File: config.mk
export PLATFORM = sky130hd
export DESIGN_NAME = spatz_simd_lane_sequencer_flat
export DESIGN_NICKNAME = d
export VERILOG_FILES = /design/src/rtl/spatz_simd_lane_sequencer_if.sv /design/src/rtl/spatz_simd_lane_sequencer.sv /design/src/flat_wrapper.sv
export SDC_FILE = /design/constraint.sdc
export NUM_CORES = 1
export LEC_CHECK = 0
export ABC_AREA = 1
export CAP_MARGIN = 20
export CORE_AREA = 2 2 113 115
export CTS_CLUSTER_DIAMETER = 50
export DETAILED_ROUTE_END_ITERATION = 12
export DIE_AREA = 0 0 115 117
export HOLD_SLACK_MARGIN = 0.12
export PLACE_DENSITY = 0.75
export SLEW_MARGIN = 20
export SYNTH_ARGS = -nofsm -noshare
export SYNTH_HDL_FRONTEND = slang
export SYNTH_SLANG_ARGS = --single-unit
File: constraint.sdc
create_clock -name clk_i -period 2.05 [get_ports clk_i]
set_input_delay 0.41 -clock clk_i [delete_from_list [all_inputs] [get_ports clk_i]]
set_output_delay 0.41 -clock clk_i [all_outputs]
set_load 0.01 [all_outputs]
File: src/rtl/spatz_simd_lane_sequencer_if.sv
// Shared operation/element-width types and the handshake bundle that connects the lane
// sequencer to the VFU issue logic on one side and the combinational SIMD lane on the other.
package spatz_pkg;

  typedef enum logic [3:0] {
    VADD  = 4'd0,
    VSUB  = 4'd1,
    VMUL  = 4'd2,
    VMULH = 4'd3,
    VMACC = 4'd4,
    VADC  = 4'd5,
    VSBC  = 4'd6,
    VMADC = 4'd7,
    VMSBC = 4'd8
  } op_e;

  typedef enum logic [1:0] {
    EW_8  = 2'd0,
    EW_16 = 2'd1,
    EW_32 = 2'd2,
    EW_64 = 2'd3
  } vew_e;

endpackage

interface spatz_simd_lane_sequencer_if #(
  parameter int Width = 32,
  parameter int MaxVl = 256
);
  localparam int VlW = $clog2(MaxVl + 1);

  logic              flush_i;
  logic              op_valid_i;
  logic              op_ready_o;
  spatz_pkg::op_e    op_i;
  logic [VlW-1:0]    vl_i;
  logic              is_signed_i;
  spatz_pkg::vew_e   sew_i;
  logic              opnd_valid_i;
  logic              opnd_ready_o;
  logic [Width-1:0]  opnd_s1_i;
  logic [Width-1:0]  opnd_s2_i;
  logic [Width-1:0]  opnd_d_i;
  logic              opnd_carry_i;
  spatz_pkg::op_e    lane_op_o;
  logic [Width-1:0]  lane_s1_o;
  logic [Width-1:0]  lane_s2_o;
  logic [Width-1:0]  lane_d_o;
  logic              lane_signed_o;
  logic              lane_carry_o;
  spatz_pkg::vew_e   lane_sew_o;
  logic [Width-1:0]  lane_result_i;
  logic              res_valid_o;
  logic              res_ready_i;
  logic [Width-1:0]  res_o;
  logic              res_last_o;
  logic              busy_o;
  logic              done_o;

  // The environment side: issue logic, lane and result consumer.
  modport master (
    output flush_i, op_valid_i, op_i, vl_i, is_signed_i, sew_i,
    output opnd_valid_i, opnd_s1_i, opnd_s2_i, opnd_d_i, opnd_carry_i,
    output lane_result_i, res_ready_i,
    input  op_ready_o, opnd_ready_o,
    input  lane_op_o, lane_s1_o, lane_s2_o, lane_d_o, lane_signed_o, lane_carry_o, lane_sew_o,
    input  res_valid_o, res_o, res_last_o, busy_o, done_o
  );

  modport slave (
    input  flush_i, op_valid_i, op_i, vl_i, is_signed_i, sew_i,
    input  opnd_valid_i, opnd_s1_i, opnd_s2_i, opnd_d_i, opnd_carry_i,
    input  lane_result_i, res_ready_i,
    output op_ready_o, opnd_ready_o,
    output lane_op_o, lane_s1_o, lane_s2_o, lane_d_o, lane_signed_o, lane_carry_o, lane_sew_o,
    output res_valid_o, res_o, res_last_o, busy_o, done_o
  );

endinterface

File: src/rtl/spatz_simd_lane_sequencer.sv
// Streams vl operand tuples of one vector instruction through the combinational SIMD lane and
// registers each lane result into a single-entry valid/ready output stage tagged with last.
module spatz_simd_lane_sequencer #(
  parameter int Width = 32,
  parameter int MaxVl = 256
) (
  input logic                        clk_i,
  input logic                        rst_i,
  spatz_simd_lane_sequencer_if.slave bus
);
  import spatz_pkg::*;

  localparam int VlW = $clog2(MaxVl + 1);

  typedef enum logic [1:0] {
    IDLE  = 2'd0,
    RUN   = 2'd1,
    DRAIN = 2'd2
  } state_e;

  state_e           r_state;
  state_e           w_state_next;
  logic [VlW-1:0]   r_cnt;
  logic [VlW-1:0]   r_vl;
  op_e              r_op;
  logic             r_signed;
  vew_e             r_sew;
  logic [Width-1:0] r_res;
  logic             r_res_valid;
  logic             r_res_last;
  logic             r_done;
  logic             w_op_fire;
  logic             w_opnd_fire;
  logic             w_res_fire;
  logic             w_is_last;
  logic             w_done_next;

  // Operands are only taken when the output stage is empty or drains this same cycle.
  assign bus.op_ready_o   = (r_state == IDLE) & ~bus.flush_i;
  assign bus.opnd_ready_o = (r_state == RUN) & ~bus.flush_i & (~r_res_valid | bus.res_ready_i);

  assign w_op_fire   = bus.op_valid_i & bus.op_ready_o;
  assign w_opnd_fire = bus.opnd_valid_i & bus.opnd_ready_o;
  assign w_res_fire  = r_res_valid & bus.res_ready_i;
  assign w_is_last   = (r_cnt == r_vl - VlW'(1));

  assign bus.lane_op_o     = r_op;
  assign bus.lane_signed_o = r_signed;
  assign bus.lane_sew_o    = r_sew;
  assign bus.lane_s1_o     = bus.opnd_s1_i;
  assign bus.lane_s2_o     = bus.opnd_s2_i;
  assign bus.lane_d_o      = bus.opnd_d_i;
  assign bus.lane_carry_o  = bus.opnd_carry_i;

  assign bus.res_valid_o = r_res_valid;
  assign bus.res_o       = r_res;
  assign bus.res_last_o  = r_res_last;
  assign bus.busy_o      = (r_state != IDLE);
  assign bus.done_o      = r_done;

  always_comb begin
    w_state_next = r_state;
    w_done_next  = 1'b0;
    if (!bus.flush_i) begin
      unique case (r_state)
        IDLE: begin
          if (w_op_fire) begin
            if (bus.vl_i == '0) w_done_next = 1'b1;
            else                w_state_next = RUN;
          end
        end
        RUN: begin
          if (w_opnd_fire && w_is_last) w_state_next = DRAIN;
        end
        DRAIN: begin
          if (w_res_fire && r_res_last) begin
            w_state_next = IDLE;
            w_done_next  = 1'b1;
          end
        end
        default: w_state_next = IDLE;
      endcase
    end else begin
      w_state_next = IDLE;
    end
  end

  always_ff @(posedge clk_i) begin
    if (rst_i) begin
      r_state <= IDLE;
      r_done  <= 1'b0;
    end else begin
      r_state <= w_state_next;
      r_done  <= w_done_next;
    end
  end

  always_ff @(posedge clk_i) begin
    if (rst_i) begin
      r_op     <= VADD;
      r_signed <= 1'b0;
      r_sew    <= EW_8;
      r_vl     <= '0;
    end else if (w_op_fire) begin
      r_op     <= bus.op_i;
      r_signed <= bus.is_signed_i;
      r_sew    <= bus.sew_i;
      r_vl     <= bus.vl_i;
    end
  end

  // The counter stops at vl because operands are refused outside RUN.
  always_ff @(posedge clk_i) begin
    if (rst_i || bus.flush_i) begin
      r_cnt <= '0;
    end else if (w_op_fire) begin
      r_cnt <= '0;
    end else if (w_opnd_fire) begin
      r_cnt <= r_cnt + VlW'(1);
    end
  end

  always_ff @(posedge clk_i) begin
    if (rst_i) begin
      r_res_valid <= 1'b0;
      r_res       <= '0;
      r_res_last  <= 1'b0;
    end else if (bus.flush_i) begin
      r_res_valid <= 1'b0;
    end else if (w_opnd_fire) begin
      r_res_valid <= 1'b1;
      r_res       <= bus.lane_result_i;
      r_res_last  <= w_is_last;
    end else if (w_res_fire) begin
      r_res_valid <= 1'b0;
    end
  end

  always_ff @(posedge clk_i) begin
    if (!rst_i && w_op_fire) begin
      assert (bus.vl_i <= VlW'(MaxVl));
    end
  end

endmodule
File: src/flat_wrapper.sv
// flat-port wrapper written by rule: the top's interface ports become plain ports
module spatz_simd_lane_sequencer_flat import spatz_pkg::*;
#(
  parameter int Width = 32,
  parameter int MaxVl = 256
)
  (clk_i, rst_i, bus_flush_i, bus_op_valid_i, bus_op_i, bus_vl_i, bus_is_signed_i, bus_sew_i, bus_opnd_valid_i, bus_opnd_s1_i, bus_opnd_s2_i, bus_opnd_d_i, bus_opnd_carry_i, bus_lane_result_i, bus_res_ready_i, bus_op_ready_o, bus_opnd_ready_o, bus_lane_op_o, bus_lane_s1_o, bus_lane_s2_o, bus_lane_d_o, bus_lane_signed_o, bus_lane_carry_o, bus_lane_sew_o, bus_res_valid_o, bus_res_o, bus_res_last_o, bus_busy_o, bus_done_o);
  spatz_simd_lane_sequencer_if #(.Width(Width), .MaxVl(MaxVl)) bus_i ();
  input logic clk_i;
  input logic rst_i;
  input wire logic [$bits(bus_i.flush_i)-1:0] bus_flush_i;
  input wire logic [$bits(bus_i.op_valid_i)-1:0] bus_op_valid_i;
  input wire logic [$bits(bus_i.op_i)-1:0] bus_op_i;
  input wire logic [$bits(bus_i.vl_i)-1:0] bus_vl_i;
  input wire logic [$bits(bus_i.is_signed_i)-1:0] bus_is_signed_i;
  input wire logic [$bits(bus_i.sew_i)-1:0] bus_sew_i;
  input wire logic [$bits(bus_i.opnd_valid_i)-1:0] bus_opnd_valid_i;
  input wire logic [$bits(bus_i.opnd_s1_i)-1:0] bus_opnd_s1_i;
  input wire logic [$bits(bus_i.opnd_s2_i)-1:0] bus_opnd_s2_i;
  input wire logic [$bits(bus_i.opnd_d_i)-1:0] bus_opnd_d_i;
  input wire logic [$bits(bus_i.opnd_carry_i)-1:0] bus_opnd_carry_i;
  input wire logic [$bits(bus_i.lane_result_i)-1:0] bus_lane_result_i;
  input wire logic [$bits(bus_i.res_ready_i)-1:0] bus_res_ready_i;
  output wire logic [$bits(bus_i.op_ready_o)-1:0] bus_op_ready_o;
  output wire logic [$bits(bus_i.opnd_ready_o)-1:0] bus_opnd_ready_o;
  output wire logic [$bits(bus_i.lane_op_o)-1:0] bus_lane_op_o;
  output wire logic [$bits(bus_i.lane_s1_o)-1:0] bus_lane_s1_o;
  output wire logic [$bits(bus_i.lane_s2_o)-1:0] bus_lane_s2_o;
  output wire logic [$bits(bus_i.lane_d_o)-1:0] bus_lane_d_o;
  output wire logic [$bits(bus_i.lane_signed_o)-1:0] bus_lane_signed_o;
  output wire logic [$bits(bus_i.lane_carry_o)-1:0] bus_lane_carry_o;
  output wire logic [$bits(bus_i.lane_sew_o)-1:0] bus_lane_sew_o;
  output wire logic [$bits(bus_i.res_valid_o)-1:0] bus_res_valid_o;
  output wire logic [$bits(bus_i.res_o)-1:0] bus_res_o;
  output wire logic [$bits(bus_i.res_last_o)-1:0] bus_res_last_o;
  output wire logic [$bits(bus_i.busy_o)-1:0] bus_busy_o;
  output wire logic [$bits(bus_i.done_o)-1:0] bus_done_o;
  assign bus_i.flush_i = bus_flush_i;
  assign bus_i.op_valid_i = bus_op_valid_i;
  assign bus_i.op_i = bus_op_i;
  assign bus_i.vl_i = bus_vl_i;
  assign bus_i.is_signed_i = bus_is_signed_i;
  assign bus_i.sew_i = bus_sew_i;
  assign bus_i.opnd_valid_i = bus_opnd_valid_i;
  assign bus_i.opnd_s1_i = bus_opnd_s1_i;
  assign bus_i.opnd_s2_i = bus_opnd_s2_i;
  assign bus_i.opnd_d_i = bus_opnd_d_i;
  assign bus_i.opnd_carry_i = bus_opnd_carry_i;
  assign bus_i.lane_result_i = bus_lane_result_i;
  assign bus_i.res_ready_i = bus_res_ready_i;
  assign bus_op_ready_o = bus_i.op_ready_o;
  assign bus_opnd_ready_o = bus_i.opnd_ready_o;
  assign bus_lane_op_o = bus_i.lane_op_o;
  assign bus_lane_s1_o = bus_i.lane_s1_o;
  assign bus_lane_s2_o = bus_i.lane_s2_o;
  assign bus_lane_d_o = bus_i.lane_d_o;
  assign bus_lane_signed_o = bus_i.lane_signed_o;
  assign bus_lane_carry_o = bus_i.lane_carry_o;
  assign bus_lane_sew_o = bus_i.lane_sew_o;
  assign bus_res_valid_o = bus_i.res_valid_o;
  assign bus_res_o = bus_i.res_o;
  assign bus_res_last_o = bus_i.res_last_o;
  assign bus_busy_o = bus_i.busy_o;
  assign bus_done_o = bus_i.done_o;
  spatz_simd_lane_sequencer #(.Width(Width), .MaxVl(MaxVl)) u_core (.clk_i(clk_i), .rst_i(rst_i), .bus(bus_i));
endmodule
==> results of run 1 <==
-- Yosys cell counts, drive strengths merged --
master	count	share of area, %
clkbuf	6	0.66
nor3	3	0.77
xnor2	1	0.26
nor2	36	4.7
inv	31	3.5
nor4	1	0.18
a21oi	49	7.2
a211oi	8	1.8
nand4	4	0.91
o21ai	7	1.0
ha	2	0.73
dfxtp	62	36
nor3b	1	0.22
o22a	1	0.26
nand3	13	2.3
xor2	4	1.0
or2	1	0.18
nand2	134	15
buf	107	23
and3	1	0.18
-- worst paths after layout --
check	from	endpoint	slack [ps]	cells after the start
worst min register to register	u_core.bus.lane_sew_o[1]	u_core.bus.lane_sew_o[1]	460	2
worst max register to register	u_core.r_vl[0]	u_core.r_state[0]	240	11
worst min-delay path	u_core.bus.lane_sew_o[1]	u_core.bus.lane_sew_o[1]	460	2
worst max-delay path	u_core.r_state[1]	bus_busy_o	140	3
-- state kept, by name, summed over array words and instances (netlist names) --
| register | cells |
|---|---|
| u_core.bus.res_o | 32 |
| u_core.bus.res_last_o | 1 |
| u_core.bus.res_valid_o | 1 |
| u_core.r_cnt | 9 |
| u_core.bus.lane_signed_o | 1 |
| u_core.bus.done_o | 1 |
| u_core.bus.lane_sew_o | 2 |
| u_core.bus.lane_op_o | 4 |
| u_core.r_state | 2 |
| u_core.r_vl | 9 |
-- through the flow --
stage / power [mW] / cell area [um^2] / setup TNS [ps] / utilization, %
global placement: 1.60 / 3840 / -97.9 / 31.2
CTS: 3.11 / 4130 / 0 / 33.5
global route: 3.21 / 4130 / 0 / 33.6
detailed placement: 1.61 / 3840 / -1320 / 31.2
finish: 3.06 / 4130 / 0 / 33.6
floorplan: 1.63 / 3420 / 0 / -
-- cell type report --
type	instances	area share (%)
sequential	62	30.0
clock buffer	11	5.88
multi-input combinational	266	30.2
clock inverter	4	1.15
tap	150	4.54
timing repair buffer	107	25.3
inverter	31	2.88
-- where the power goes --
part	total, mW	leakage [nW]	internal (mW)	switching [mW]
Combinational	0.333	0.928	0.175	0.158
Sequential	1.25	0.502	1.23	0.0180
Clock	1.48	0.141	0.961	0.515
-- repair_timing --
item	CTS	global route
pin swaps	0	1
resized for setup	1	2
setup endpoints to repair	1	1
-- logic make-up after synthesis --
logic type               after synthesis
buffers and inverters                144
flip-flops                            62
AND/OR/NAND/NOR                      194
AO/OA/AOI/OAI                         65
adder cells (fa/ha/maj)                2
XOR/XNOR                               5
-- critical path, delay by kind of cell (launching register included) --
family                 cells  cell delay [ps]
buffers and inverters      2              640
flip-flops                 1              450
AND/OR/NAND/NOR            1               90
-- layer usage --
metal	track usage [%]	vias up
met4	10.4	0
met3	5.61	52
met5	0	-
met1	13.8	1257
li1	-	1404
met2	18.9	122
==> results.py, run 1 <==
metrics = {
    "setup_path": {
        "worstSetupStartpointType": "flip-flop",
        "timing_worst_setup_path_type": "reg2out",
        "path_max_fanout": 5,
        "path_cells": "nor2_2 -> inv_1 -> clkdlybuf4s50_1",
        "crit_required_ps": 1640,
        "slowest_stage": "clkdlybuf4s50_1",
        "crit_path_max_incr_delay_ps": 540,
        "arrival_ps": 1500,
        "end_kind": "primary output",
    },
    "clock_tree": {
        "worst_skew_pair.late_latency_ps": 320,
        "clk_pin_slew_ps": 50,
        "root_buffer": "clkbuf_16",
        "cts.sinks": 62,
        "cts_setup_buffers": 0,
        "numCtsBuffers": 9,
        "clockBufferDepth": 2,
        "cts_tree": "built",
        "hold_buffers": 0,
        "cts_max_level": 3,
    },
    "route": {
        "postRouteAntennaNets": 0,
        "routed_wl_um": 8500,
        "vias": 2835,
        "drtPass1Iterations": 4,
        "drc": 0,
        "wl_met3_um": 907,
        "met2WireLength_um": 3720,
        "wl_per_cell_um": 13.5,
        "drt-met1-wl_um": 3270,
        "routed.top_layer": "met4",
        "vias_per_cell": 4.49,
        "drt_iter0_drc": 100,
    },
    "global_route": {
        "gr-total-overflow": 0,
        "grt_pass1_wl_um": 13100,
        "groute.usage.overall_pct": 12.6,
        "grt_max_degree": 34,
        "antenna_found_initial": 0,
        "grt_pass1_vias": 2618,
    },
    "die": {
        "die_area_um2": 13500,
        "initial_core_util_pct": 27.8,
        "chipWidth_um": 115,
        "coreArea_um2": 12300,
        "io_pins": 293,
        "die_height_um": 117,
        "num_rows": 41,
    },
    "final_layout": {
        "final_cell_mix": "nand2_1, clkdlybuf4s50_1, dfxtp_1",
        "syn_to_final_growth_pct": 20.6,
        "post_route_cells_drive_above_1_share_pct": 7.28,
        "multi_input_area_um2": 1250,
        "diodes": 0,
        "regArea_um2": 1240,
        "final_common_cell": "nand2_1",
        "fillers": 1315,
        "fin_nets": 630,
        "fin_cells": 631,
    },
    "yosys": {
        "synth_fa_ha_area_share_pct": 0.731,
        "synth_fp_nets": 625,
        "yosys_warnings": 0,
        "synth_top_family_by_area": "buffers and inverters",
        "syn_inst": 472,
        "synth-compound-area-share_pct": 10.2,
        "ys_ff_latch": 62,
        "syn_area_um2": 3420,
        "synth_area_per_cell_um2": 7.26,
        "synth-xor-area-share_pct": 1.28,
        "synth_mux_area_share_pct": 0,
        "synth-simple-area-share_pct": 24.2,
        "seq_area_frac_synth_pct": 36.2,
        "synthDistinctLibCells": 32,
    },
    "timing": {
        "rsz0062_at_grt": "no",
        "finalHoldViolCount": 0,
        "whs_ps": 459,
        "tightestPinTransition_ps": 388,
        "fmax_ghz": 0.524,
        "min_period_over_period_pct": 93.2,
        "finClkSkew_ps": 6.47,
        "setup_viol": 0,
        "max_slew_margin_pct": 74.1,
        "maxSlewViolCount": 0,
        "fin_ws_ps": 140,
        "fin_crit_ps": 1910,
    },
    "placed_design": {
        "dp_cells": 616,
        "port_buffers": 98,
        "gp_congestion": 0.813,
        "hpwl_um": 6230,
        "pre_cts_ws_ps": -67.0,
    },
    "pwr": {
        "p_leak_nw": 1.57,
        "peakVddDrop_mv": 0.432,
        "p_per_area_nw_per_um2": 741,
    },
    "job": {
        "drv_cap": 0,
    },
    "run_status": {
        "run_status": "finished clean",
    },
    "worst_hold_path": {
        "worstHoldPathType": "reg2reg",
    },
}
Note: power is estimated with default switching activity, not from simulation.
==> run 2: changes to the inputs <==
CORE_AREA = 2 2 115 117   (was 2 2 113 115)
DIE_AREA = 0 0 117 119   (was 0 0 115 117)
PLACE_DENSITY = 0.73   (was 0.75)
SKIP_CTS_REPAIR_TIMING = 1   (was unset)
clock period = 2.25 ns   (was 2.05 ns; I/O delays follow)
==> run 2 against run 1 <==
  * Final area grew 1.2%
  * Non-clock buffer count grew 1
  * Sequential share of layout area shrank 0.34 points
  * Via count shrank 1.6%
  * First-iteration DRC count grew 67%
  * Combinational power shrank 9.9%
  * Worst hold slack lost 2.1 ps
  * Utilization shrank 1.1 points
  * Largest power group unchanged
==> results.py, run 2 (same netlist as run 1, synthesis figures left out) <==
metrics = {
    "placed_design": {
        "dp_cells": 643,
        "gp_congestion": 0.786,
        "placed_cell_area_um2": 3880,
        "port_buffers": 98,
        "hpwl_um": 5950,
    },
    "final_layout": {
        "post_route_cells_drive_above_1_share_pct": 7.66,
        "syn_to_final_growth_pct": 22.0,
        "fin_nets": 631,
        "fin_cells": 659,
        "finish.instance_area_um2": 4180,
        "diodes": 0,
        "largest_register_ffs": 32,
        "final_cell_mix": "nand2_1, clkdlybuf4s50_1, dfxtp_1",
        "final_common_cell": "nand2_1",
    },
    "die": {
        "chipWidth_um": 117,
        "num_rows": 42,
        "die_height_um": 119,
        "io_pins": 293,
        "coreArea_um2": 12900,
        "initial_core_util_pct": 26.6,
        "die_area_um2": 13900,
    },
    "route": {
        "vias_per_cell": 4.23,
        "drc": 0,
        "wl_per_cell_um": 12.0,
        "drt_iter0_drc": 167,
        "drtPass1Iterations": 7,
        "vias": 2789,
        "postRouteAntennaNets": 0,
        "routed_wl_um": 7900,
    },
    "clock_tree": {
        "cts.sinks": 62,
        "cts_tree": "built",
        "clockBufferDepth": 2,
        "cts_max_level": 3,
        "worst_skew_pair.late_latency_ps": 330,
        "numCtsBuffers": 9,
        "clk_pin_slew_ps": 60,
        "root_buffer": "clkbuf_16",
    },
    "timing": {
        "finalHoldViolCount": 0,
        "tightestPinTransition_ps": 533,
        "setup_tns_ps": 0,
        "max_slew_margin_pct": 64.5,
        "whs_ps": 457,
        "finClkSkew_ps": 4.11,
        "fmax_ghz": 0.479,
        "maxSlewViolCount": 0,
        "setup_viol": 0,
        "min_period_over_period_pct": 92.9,
        "fin_crit_ps": 2090,
        "rsz0062_at_grt": "no",
    },
    "setup_path": {
        "timing_worst_setup_path_type": "reg2out",
        "worstSetupStartpointType": "flip-flop",
        "path_max_fanout": 5,
        "end_kind": "primary output",
        "arrival_ps": 1640,
        "crit_path_max_incr_delay_ps": 550,
        "path_cells": "nor2_1 -> inv_1 -> nor2_1 -> clkdlybuf4s50_1",
        "crit_required_ps": 1800,
        "critPathBufInv": 2,
        "critPathTopFamily": "buffers and inverters",
        "cpMostUsedCell": "nor2_1",
        "slowest_stage": "clkdlybuf4s50_1",
    },
    "pwr": {
        "p_per_area_nw_per_um2": 670,
        "peakVddDrop_mv": 0.374,
        "p_leak_nw": 1.58,
    },
    "global_route": {
        "grt_pass1_wl_um": 12600,
        "gr-total-overflow": 0,
        "antenna_found_initial": 0,
        "grt_pass1_vias": 2602,
        "grt_max_degree": 50,
        "groute.usage.overall_pct": 11.5,
    },
    "worst_hold_path": {
        "worstHoldPathType": "in2reg",
    },
    "job": {
        "drv_cap": 0,
    },
    "run_status": {
        "run_status": "finished clean",
    },
}
==> run 2: changes by cell type in the layout (fill, tap and decap cells not counted), sizes merged <==
cell           change
clkbuf             -2
clkinv             +2
buf                +1
clkdlybuf4s50      +1
dlygate4sd2        -1
inv                +1
==> run 2: worst paths after layout <==
kind / start / endpoint / slack (ps) / depth (start not counted)
setup / recovery: u_core.r_state[1] / bus_op_ready_o / 160 / 4
hold / removal: rst_i / u_core.bus.res_valid_o / 460 / 4
setup reg to reg: u_core.r_vl[0] / u_core.r_state[0] / 510 / 11
hold reg to reg: u_core.bus.res_o[17] / u_core.bus.res_o[17] / 460 / 2
==> run 2: worst register-to-register path: stages (launching register included) <==
cell	delay (ps)
dfxtp_1	340
inv_1	110
ha_1	260
or2_2	300
nand3_1	70
nand2_1	50
nor2_1	90
nand2_1	60
nor2_1	140
nand2_1	100
nand2_1	70
a21oi_1	50
==> run 2: area by class of cell <==
type	instances	area, um^2
clock buffers	9	225
flip-flops and latches	62	1240
repair buffers	108	1050
fillers	1366	8700
well taps	176	220
inverters	31	119
multi-input cells	266	1250
clock inverters	7	73.8
==> run 2: stage by stage <==
stage	util [%]	power, mW	setup slack (ps)
floorplan	-	1.48	691
global placement	30.1	1.46	67.4
detailed placement	30.1	1.46	57.4
CTS	32.4	2.83	48.4
global route	32.5	2.92	81.1
finish	32.5	2.80	161
==> run 2: per-layer routing <==
metal / up-vias / GRT usage [%] / share of wire, %
met5: - / 0 / 0
met4: 0 / 10.4 / 7.6
met3: 69 / 5.29 / 10
met2: 122 / 16.4 / 44
met1: 1201 / 12.6 / 39
li1: 1397 / - / -
==> run 2: power by group <==
part | switching, mW | total, mW | internal (mW)
sequential | 0.0165 | 1.14 | 1.12
clock | 0.505 | 1.36 | 0.859
combinational | 0.142 | 0.300 | 0.159
==> run 3: changes to the inputs <==
ABC_AREA = 0   (was 1)
PLACE_DENSITY = 0.72   (was 0.73)
==> run 3 against run 2 <==
  * Register-to-register slack lost 300 ps
  * Routed wire length shrank 0.97%
  * Setup slack lost 81 ps
  * Largest power group unchanged
==> results.py, run 3 <==
metrics = {
    "route": {
        "drtPass1Iterations": 6,
        "drt_iter0_drc": 126,
        "routed_wl_um": 7830,
        "postRouteAntennaNets": 0,
        "vias": 2683,
        "vias_per_cell": 4.38,
        "drc": 0,
        "wl_per_cell_um": 12.8,
    },
    "worst_hold_path": {
        "worstHoldPathType": "reg2reg",
        "whs_endpoint": "u_core.bus.res_o[12]",
        "worstHoldStart": "u_core.bus.res_o[12]",
        "whs_path_depth": 2,
    },
    "timing": {
        "max_slew_margin_pct": 58.9,
        "rsz0062_at_grt": "no",
        "fmax_ghz": 0.461,
        "setup_tns_ps": 0,
        "maxSlewViolCount": 0,
        "setup_viol": 0,
        "whs_ps": 453,
        "finClkSkew_ps": 4.49,
        "finalHoldViolCount": 0,
        "tightestPinTransition_ps": 612,
        "fin_crit_ps": 2170,
        "min_period_over_period_pct": 96.4,
    },
    "yosys": {
        "ys_ff_latch": 62,
        "synthDistinctLibCells": 42,
        "yosys-top-cells-count": "nand2_1, buf_4, dfxtp_1",
        "ys_async_sr_fraction_pct": 0,
        "synth_top_area_share_pct": 37.3,
        "seq_area_frac_synth_pct": 37.3,
        "synth_edf_count": 0,
        "synth-main-ff-cell": "dfxtp_1",
        "synth.largest_area_cell": "dfxtp_1",
        "synth_area_per_cell_um2": 7.84,
        "syn_area_um2": 3330,
        "yosysMostFrequentCell": "nand2_1",
        "yosys_warnings": 0,
        "synth_fp_nets": 578,
        "yosys-top-cells-area": "dfxtp_1, buf_4, nand2_1, a21oi_1, xnor2_1",
        "syn_inst": 425,
    },
    "clock_tree": {
        "worst_skew_pair.late_latency_ps": 330,
        "cts_max_level": 3,
        "clockBufferDepth": 2,
        "root_buffer": "clkbuf_16",
        "cts_tree": "built",
        "numCtsBuffers": 9,
        "cts.sinks": 62,
        "clk_pin_slew_ps": 50,
    },
    "setup_path": {
        "path_max_fanout": 4,
        "crit_required_ps": 1800,
        "slowest_stage": "clkdlybuf4s50_1",
        "path_cells": "or2_2 -> nor2_1 -> clkdlybuf4s50_1",
        "regToRegSetupSlack_ps": 210,
        "critPathBufInv": 1,
        "crit_path_max_incr_delay_ps": 580,
        "worstSetupStartpointType": "flip-flop",
        "critPathTopFamily": "buffers and inverters",
        "reg2reg_to": "u_core.r_state[0]",
        "timing.rr.start": "u_core.r_vl[1]",
        "reg2regPathDepth": 7,
        "end_kind": "primary output",
        "timing_worst_setup_path_type": "reg2out",
        "arrival_ps": 1720,
    },
    "final_layout": {
        "diodes": 0,
        "final_cell_mix": "nand2_1, clkdlybuf4s50_1, dfxtp_1",
        "syn_to_final_growth_pct": 23.4,
        "post_route_cells_drive_above_1_share_pct": 8.26,
        "final_common_cell": "nand2_1",
        "fin_nets": 584,
        "largest_register_ffs": 32,
        "fillers": 1362,
        "finish.instance_area_um2": 4110,
    },
    "placed_design": {
        "gp_congestion": 0.814,
        "port_buffers": 98,
        "placed_cell_area_um2": 3820,
        "hpwl_um": 6000,
    },
    "die": {
        "io_pins": 293,
        "initial_core_util_pct": 25.9,
        "coreArea_um2": 12900,
        "die_height_um": 119,
        "die_area_um2": 13900,
        "num_rows": 42,
        "chipWidth_um": 117,
    },
    "global_route": {
        "antenna_found_initial": 0,
        "groute.usage.overall_pct": 11.7,
        "grt_pass1_vias": 2666,
        "gr-total-overflow": 0,
        "grt_pass1_wl_um": 12700,
        "grt_max_degree": 34,
    },
    "job": {
        "drv_cap": 0,
    },
    "pwr": {
        "p_per_area_nw_per_um2": 669,
        "power.total_mw": 2.75,
        "p_leak_nw": 1.44,
        "peakVddDrop_mv": 0.340,
    },
    "run_status": {
        "run_status": "finished clean",
    },
}
[run 3: cell types whose count changed in the layout (fill, tap and decap cells not counted), moves of 3 or more]
cell      delta
a211oi_1     -8
a21boi_0     +3
inv_1       -24
nor2_1      -19
xor2_1       +4
nand3_1      -7
xnor2_1      +7
o21ai_0      -3
nor4_1       +5
nand2_1     -23
[run 3: tightest hold or removal path: stages (launching register included)]
cell	delay [ps]
dfxtp_1	300
nand2_1	50
a21oi_1	50
[run 3: per-layer routing]
metal | vias up | track usage (%) | part of all wire (%)
met5 | - | 0 | 0
met4 | 0 | 8.09 | 4.2
li1 | 1299 | - | -
met1 | 1229 | 13.9 | 42
met2 | 117 | 16.8 | 46
met3 | 38 | 4.83 | 8.4
[run 3: cell type report]
cell class | count | area (um^2) | area share (%)
well taps | 176 | 220 | 5.36
flip-flops and latches | 62 | 1240 | 30.2
multi-input cells | 243 | 1270 | 30.9
clock buffers | 9 | 225 | 5.48
repair buffers | 110 | 1070 | 26.0
clock inverters | 7 | 65.1 | 1.58
inverters | 5 | 18.8 | 0.457
[run 3: worst max path at each step]
stage | startpoint | end | slack, ps | cells past startpoint
2_1_floorplan | u_core.r_vl[0] | u_core.r_state[0] | 380 | 7
3_3_place_gp | bus_res_ready_i | bus_opnd_ready_o | 60 | 5
3_5_place_dp | bus_res_ready_i | u_core.r_cnt[7] | 50 | 7
4_1_cts | u_core.r_state[1] | bus_op_ready_o | 40 | 3
5_1_grt | u_core.r_state[1] | bus_op_ready_o | 9 | 3
6_report | u_core.r_state[1] | bus_op_ready_o | 80 | 3
[run 3: cell families (layout without fill, tap and decap cells)]
family / count (synthesis) / in the layout / synth area share [%]
flops: 62 / 62 / 37.3
buf+inv: 120 / 131 / 24.6
fa+ha+maj: 2 / 2 / 0.751
compound gates: 65 / 65 / 11.1
simple gates: 158 / 158 / 21.1
xor+xnor: 17 / 17 / 4.88
mux: 1 / 1 / 0.300
[run 3: power by group]
group          total, mW  internal [mW]  switching, mW
combinational      0.274          0.160          0.114
sequential          1.13           1.12         0.0163
clock               1.34          0.848          0.495
total               2.75           2.13          0.625
[run 3: per-stage QoR]
stage | cells | utilization [%] | worst slack, ps
3_5_place_dp | 596 | 29.7 | 51.4
2_1_floorplan | 425 | - | 377
5_1_grt | 612 | 31.9 | 9.16
3_3_place_gp | 596 | 29.7 | 60.3
4_1_cts | 612 | 31.9 | 44.6
6_report | 612 | 31.9 | 80.1
